File: config.mk
export PLATFORM = sky130hd
export DESIGN_NAME = mm_sequencer
export DESIGN_NICKNAME = d
export VERILOG_FILES = /design/src/rtl/mm_sequencer.sv
export SDC_FILE = /design/constraint.sdc
export NUM_CORES = 1
export LEC_CHECK = 0
export CAP_MARGIN = 40
export CELL_PAD_IN_SITES_DETAIL_PLACEMENT = 1
export CELL_PAD_IN_SITES_GLOBAL_PLACEMENT = 1
export CORE_MARGIN = 4
export CORE_UTILIZATION = 44
export CTS_BUF_LIST = sky130_fd_sc_hd__clkbuf_4
export CTS_CLUSTER_SIZE = 12
export DETAILED_ROUTE_END_ITERATION = 16
export PLACE_DENSITY = 0.93
export SLEW_MARGIN = 20
export SYNTH_ARGS = -nofsm -noshare
export SYNTH_HDL_FRONTEND = slang
export SYNTH_SLANG_ARGS = --single-unit
File: constraint.sdc
create_clock -name clk -period 3.8 [get_ports clk]
set_clock_uncertainty 0.15 [all_clocks]
set_input_delay 0.57 -clock clk [delete_from_list [all_inputs] [get_ports clk]]
set_output_delay 0.57 -clock clk [all_outputs]
set_load 0.01 [all_outputs]
File: src/rtl/mm_sequencer.sv
// Matrix-multiply pass sequencer: loads DIM rows of A, runs the systolic
// compute window, then streams DIM result rows out under backpressure.
module mm_sequencer #(
  parameter int DIM     = 8,
  parameter int CMP_CYC = 3*DIM-2
) (
  input  logic                   clk,
  input  logic                   rst_n,
  input  logic                   start,
  input  logic                   abort,
  input  logic                   a_valid,
  output logic                   a_ready,
  output logic                   wr_en,
  output logic [$clog2(DIM)-1:0] wr_row,
  output logic                   mem_en,
  output logic                   clr_acc,
  output logic [$clog2(DIM)-1:0] c_row,
  output logic                   c_valid,
  input  logic                   c_ready,
  output logic                   busy,
  output logic                   done
);

  localparam int RW = $clog2(DIM);
  localparam int CW = $clog2(CMP_CYC+1);
  localparam logic [RW-1:0] ROW_LAST = RW'(DIM-1);
  localparam logic [CW-1:0] CMP_LAST = CW'(CMP_CYC-1);

  typedef enum logic [2:0] {
    S_IDLE, S_LOAD, S_COMPUTE, S_READ, S_DONE
  } state_t;

  state_t        state_q, state_d;
  logic [RW-1:0] row_q, row_d;
  logic [CW-1:0] cmp_q, cmp_d;
  logic [RW-1:0] rd_q, rd_d;

  always_ff @(posedge clk or negedge rst_n) begin
    if (!rst_n) begin
      state_q <= S_IDLE;
      row_q   <= '0;
      cmp_q   <= '0;
      rd_q    <= '0;
    end else begin
      state_q <= state_d;
      row_q   <= row_d;
      cmp_q   <= cmp_d;
      rd_q    <= rd_d;
    end
  end

  always_comb begin
    state_d = state_q;
    row_d   = row_q;
    cmp_d   = cmp_q;
    rd_d    = rd_q;
    a_ready = 1'b0;
    wr_en   = 1'b0;
    wr_row  = '0;
    mem_en  = 1'b0;
    clr_acc = 1'b0;
    c_row   = '0;
    c_valid = 1'b0;
    done    = 1'b0;
    busy    = (state_q != S_IDLE);
    unique case (state_q)
      S_IDLE: begin
        if (start) begin
          state_d = S_LOAD;
          row_d   = '0;
        end
      end
      S_LOAD: begin
        a_ready = 1'b1;
        wr_en   = a_valid;
        wr_row  = row_q;
        if (a_valid) begin
          if (row_q == ROW_LAST) begin
            state_d = S_COMPUTE;
            row_d   = '0;
            cmp_d   = '0;
          end else begin
            row_d = row_q + RW'(1);
          end
        end
      end
      S_COMPUTE: begin
        mem_en  = 1'b1;
        clr_acc = (cmp_q == '0);
        if (cmp_q == CMP_LAST) begin
          state_d = S_READ;
          cmp_d   = '0;
          rd_d    = '0;
        end else begin
          cmp_d = cmp_q + CW'(1);
        end
      end
      S_READ: begin
        c_valid = 1'b1;
        c_row   = rd_q;
        if (c_ready) begin
          if (rd_q == ROW_LAST) begin
            state_d = S_DONE;
            rd_d    = '0;
          end else begin
            rd_d = rd_q + RW'(1);
          end
        end
      end
      S_DONE: begin
        done    = 1'b1;
        state_d = S_IDLE;
      end
      default: state_d = S_IDLE;
    endcase
    // abort squashes every side effect of the current cycle
    if (abort) begin
      state_d = S_IDLE;
      row_d   = '0;
      cmp_d   = '0;
      rd_d    = '0;
      a_ready = 1'b0;
      wr_en   = 1'b0;
      mem_en  = 1'b0;
      clr_acc = 1'b0;
      c_valid = 1'b0;
      done    = 1'b0;
    end
  end

endmodule

==> Word-level counts from Yosys, hierarchy flattened <==
Cells that the tools add are included.
{ "totals": {"reg_bits": 14, "latch_bits": 0, "mem_bits_rw": 0, "mem_bits_ro": 0, "inputBits": 6, "out_inout_bits": 13, "word_cells": 67, "memories": 0} }
{ "classes": {"add_sub_neg": 3, "n_mul": 0, "n_div": 0, "n_lt_le_gt_ge": 0, "eq_ne": 13, "n_shift": 0, "n_mux": 37, "bitwise": 0, "reduce_logical": 10} }
{ "ops": {"columns": ["cell", "n"], "rows": [
  ["$mux W3", 17],
  ["$mux W5", 4],
  ["$ne A3 B3 Y1 const B", 6],
  ["$mux W1", 12],
  ["$pmux W3 S2", 2],
  ["$pmux W3 S4", 1],
  ["$reduce_bool A3 Y1", 4],
  ["$pmux W5 S2", 1],
  ["$eq A3 B3 Y1 const B", 3],
  ["$reduce_and A3 Y1", 3],
  ["$add A3 B1 Y3 const B", 2],
  ["$eq A3 B2 Y1 const B", 2],
  ["$reduce_and A6 Y1", 1],
  ["$add A5 B1 Y5 const B", 1],
  ["$eq A5 B5 Y1 const B", 1],
  ["$logic_not A5 Y1", 1],
  ["$eq A3 B1 Y1 const B", 1],
  ["$logic_not A3 Y1", 1]
]} }

==> Logic depth before layout (Yosys ltp) <==
{ "depth": {"depth_word": 5, "depth_mapped": 6} }

==> Least setup slack after synthesis <==
OpenSTA, ideal clock, no wires.
{ "synth_path": {"kind": "input to output", "start": "in abort", "end": "out clr_acc", "arrival_ns": 1.415, "required_ns": 3.080, "setup_slack_ns": 1.665, "cell_stages": 3, "n_path_buf": 1, "path_cell_list": "buf_6 -> nor4b_4 -> and4b_1"} }
{ "synth_via": {"elab_chain_len": 1} }
{ "synth_lines": {"columns": ["item", "line", "rtl"], "rows": [
  ["start, declared", "10", "input logic abort,"],
  ["$mux W1", "117", "if (abort) begin"],
  ["end, declared", "16", "output logic clr_acc,"]
]} }
No other way between the ends.

==> Worst setup path in the final report <==
Same ends and word-level chain as after synthesis.

==> key figures <==
Logic synthesis
  – Post-synth top cells: dfrtp_1 (14), nand2_1 (9), ha_1 (7), and3_1 (6)
  – Post-synthesis async set-or-reset flop share: 100%
  – YS warnings: 0
  – Synthesized instance count: 95
  – Synthesized net count: 108
  – Sequential area share after synthesis: 36.3%
  – Post-synth top area share: 36.3%
  – Mapped Area: 965 sq um
  – Synthesized flop and latch total: 14
  – Top-count cell post-synth: dfrtp_1
  – Predominant post-synthesis flop cell: dfrtp_1
  – Number of flops mapped to enable cells by yosys: 0
  – Synth area leaders: dfrtp_1 (36%), ha_1 (9.1%), nor4b_4 (4.9%), a32o_1 (4.2%), and3_1 (3.9%)
  – Avg Cell Area, Syn: 10.2 sq um
  – Yosys cell types: 37
  – Cell taking the most area after synthesis: dfrtp_1

Floorplanning
  – Die area: 3010 sq um
  – Rows: 16
  – Core ar.: 2020 sq um
  – Chip width: 54.8 um
  – Starting density of the core: 47.7%
  – Die height: 54.8 um
  – Boundary Pins: 19

Global route
  – Vias in the first global route: 918
  – GRT Overall Usage: 21.4%
  – Largest net degree at the start of global routing: 22
  – First-pass GRT wire length: 4.43 mm
  – GRT Residual Overflow: 0
  – Initial antenna violation count: 0

Timing
  – Hold Vio Cnt, Final: 0
  – RSZ-0062 raised after global routing: false
  – Final period demand of the worst path: 3030 ps
  – Part of the cycle the worst path needs: 79.8%
  – F_max: 330 MHz
  – Setup TNS: 0 ps
  – Relative slew slack: 55.5%
  – Final slew viol count: 0
  – Worst Max-Slew Pin Slew: 667 ps
  – Setup violators final: 0

Critical path
  – Critical Path RT: 3080 ps
  – Critical Path Start Type: input pin
  – Max FO, Critical Path: 5
  – R2R depth: 4
  – Worst flop-to-flop path startpoint: state_q[0]
  – Crit. End Element: output pin
  – Arr. time, crit path: 2310 ps
  – Flop2flop setup slack: 1850 ps
  – Crit path kind: in -> out
  – Reg-to-Reg End: row_q[0]

Clocking
  – Number of clock buffers inserted by TritonCTS: 3
  – H-tree Lvls: 1
  – Clock Path Buffers: 2
  – Number of post-CTS setup repair buffers: 0
  – CTS root buffer: clkbuf_4
  – Post_cts resized: 0
  – Skew-Pair Late Insertion Delay: 300 ps
  – CTS sink cnt: 14
  – Hold_buf cts: 0
  – CTS tree: yes
  – Clock-pin slew on the worst setup and hold paths: 80 ps

Detailed routing
  – Initial DRC Count: 10
  – Drt wl/cell: 18.1 um
  – Detail Route Antenna Nets: 0
  – Via-to-Cell Ratio: 5.82
  – Routed wire length: 2.53 mm
  – Vias: 815
  – Drt first pass iters: 4
  – # DRC: 0

Hold path
  – Hold Path Class: reg -> reg
  – Hold path start: rd_q[1]
  – Worst Hold End: rd_q[1]
  – Hold path cells: 1

Finish
  – Fin nets: 127
  – Filler cell count: 235
  – Area Overhead vs Synth: 22.0%
  – Inserted Diodes: 0
  – Layout cells sized above 1: 8.85%

Power and ir drop
  – Pwr/cell area: 247 nW/um^2
  – Max VDD drop: 0.158 mV
  – Post-layout power: 0.291 mW
  – Static Leak: 0.528 nW

Place
  – DP Wirelength: 1.82 mm
  – Port Buffers: 18
  – GP Congestion: 0.844

Run
  – Max-cap check violation count: 0

Outcome
  – Status: finished clean
[registers in the layout, indices dropped and copies added (netlist names)]
signal and cells:
cmp_q 5, state_q 3, rd_q 3, row_q 3
[worst max-delay path by stage]
stage                from  cells past startpoint       to
floorplan           abort                      3  clr_acc
global placement    abort                      4  clr_acc
detailed placement  abort                      4  clr_acc
CTS                 abort                      4  clr_acc
global route        abort                      4  clr_acc
finish              abort                      4  clr_acc
[placed cells by master (no fill, tap or decap)]
cell             instances
a211oi_1                 1
a21o_1                   1
a21oi_1                  3
a21oi_2                  1
a31oi_1                  1
a32o_1                   4
and2_1                   1
and2b_1                  1
and3_1                   6
and3b_1                  1
and4b_1                  2
buf_4                    1
clkbuf_4                 3
clkdlybuf4s50_1         18
clkinv_1                 1
dfrtp_1                 14
ha_1                     7
inv_1                    3
mux2_1                   2
mux2i_1                  1
nand2_1                  9
nand2_2                  1
nand2b_1                 3
nand3_1                  3
nand4b_1                 1
nor2_1                   4
nor2b_1                  3
nor3_1                   3
nor3_4                   1
nor3b_1                  2
nor4b_4                  2
o21ai_1                  4
o21bai_1                 1
o31ai_4                  1
or3_1                    1
xor2_1                   2
[metrics by stage]
step	util [%]	hold slack (ps)	worst slack (ps)	cell area (sq um)	std cells
after floorplan	-	124	1660	965	95
after global placement	56.9	350	792	1150	136
after detailed placement	56.9	364	781	1150	136
after CTS	58.2	386	775	1180	140
after global routing	58.2	417	736	1180	140
final	58.2	377	766	1180	140
[layout make-up]
type,count,area (sq um),share of cell area [%]
Clock inverter,1,3.75,0.319
Timing Repair Buffer,19,188,15.9
Sequential cell,14,350,29.8
Tap cell,27,33.8,2.87
Inverter,3,11.3,0.956
Clock buffer,3,22.5,1.91
Multi-Input combinational cell,73,568,48.2
[layer usage]
layer | vias to the layer above | track usage [%] | share of wire, %
met2 | 15 | 35.6 | 50
met4 | 0 | 7.47 | 1.6
met3 | 5 | 4.09 | 3.4
met5 | - | 0 | 0
li1 | 383 | - | -
met1 | 412 | 27.3 | 45
[power by group]
group	leakage, nW	internal, mW	switching (mW)	total [mW]
clock	0.0154	0.0384	0.0549	0.0933
sequential	0.194	0.151	0.00767	0.159
combinational	0.319	0.0194	0.0191	0.0385
[logic make-up after synthesis]
kind of cell    synth area share [%]
compound gates                  13.9
xor+xnor                        1.82
fa+ha+maj                       9.08
buf+inv                         4.80
flops                           36.3
mux                             3.37
simple gates                    30.7
[worst max-delay path, stage by stage]
cell	delay, ps
clkdlybuf4s50_1	530
nor4b_4	440
and4b_1	240
clkdlybuf4s50_1	530
No activity file was read; power rests on OpenSTA's default activity.
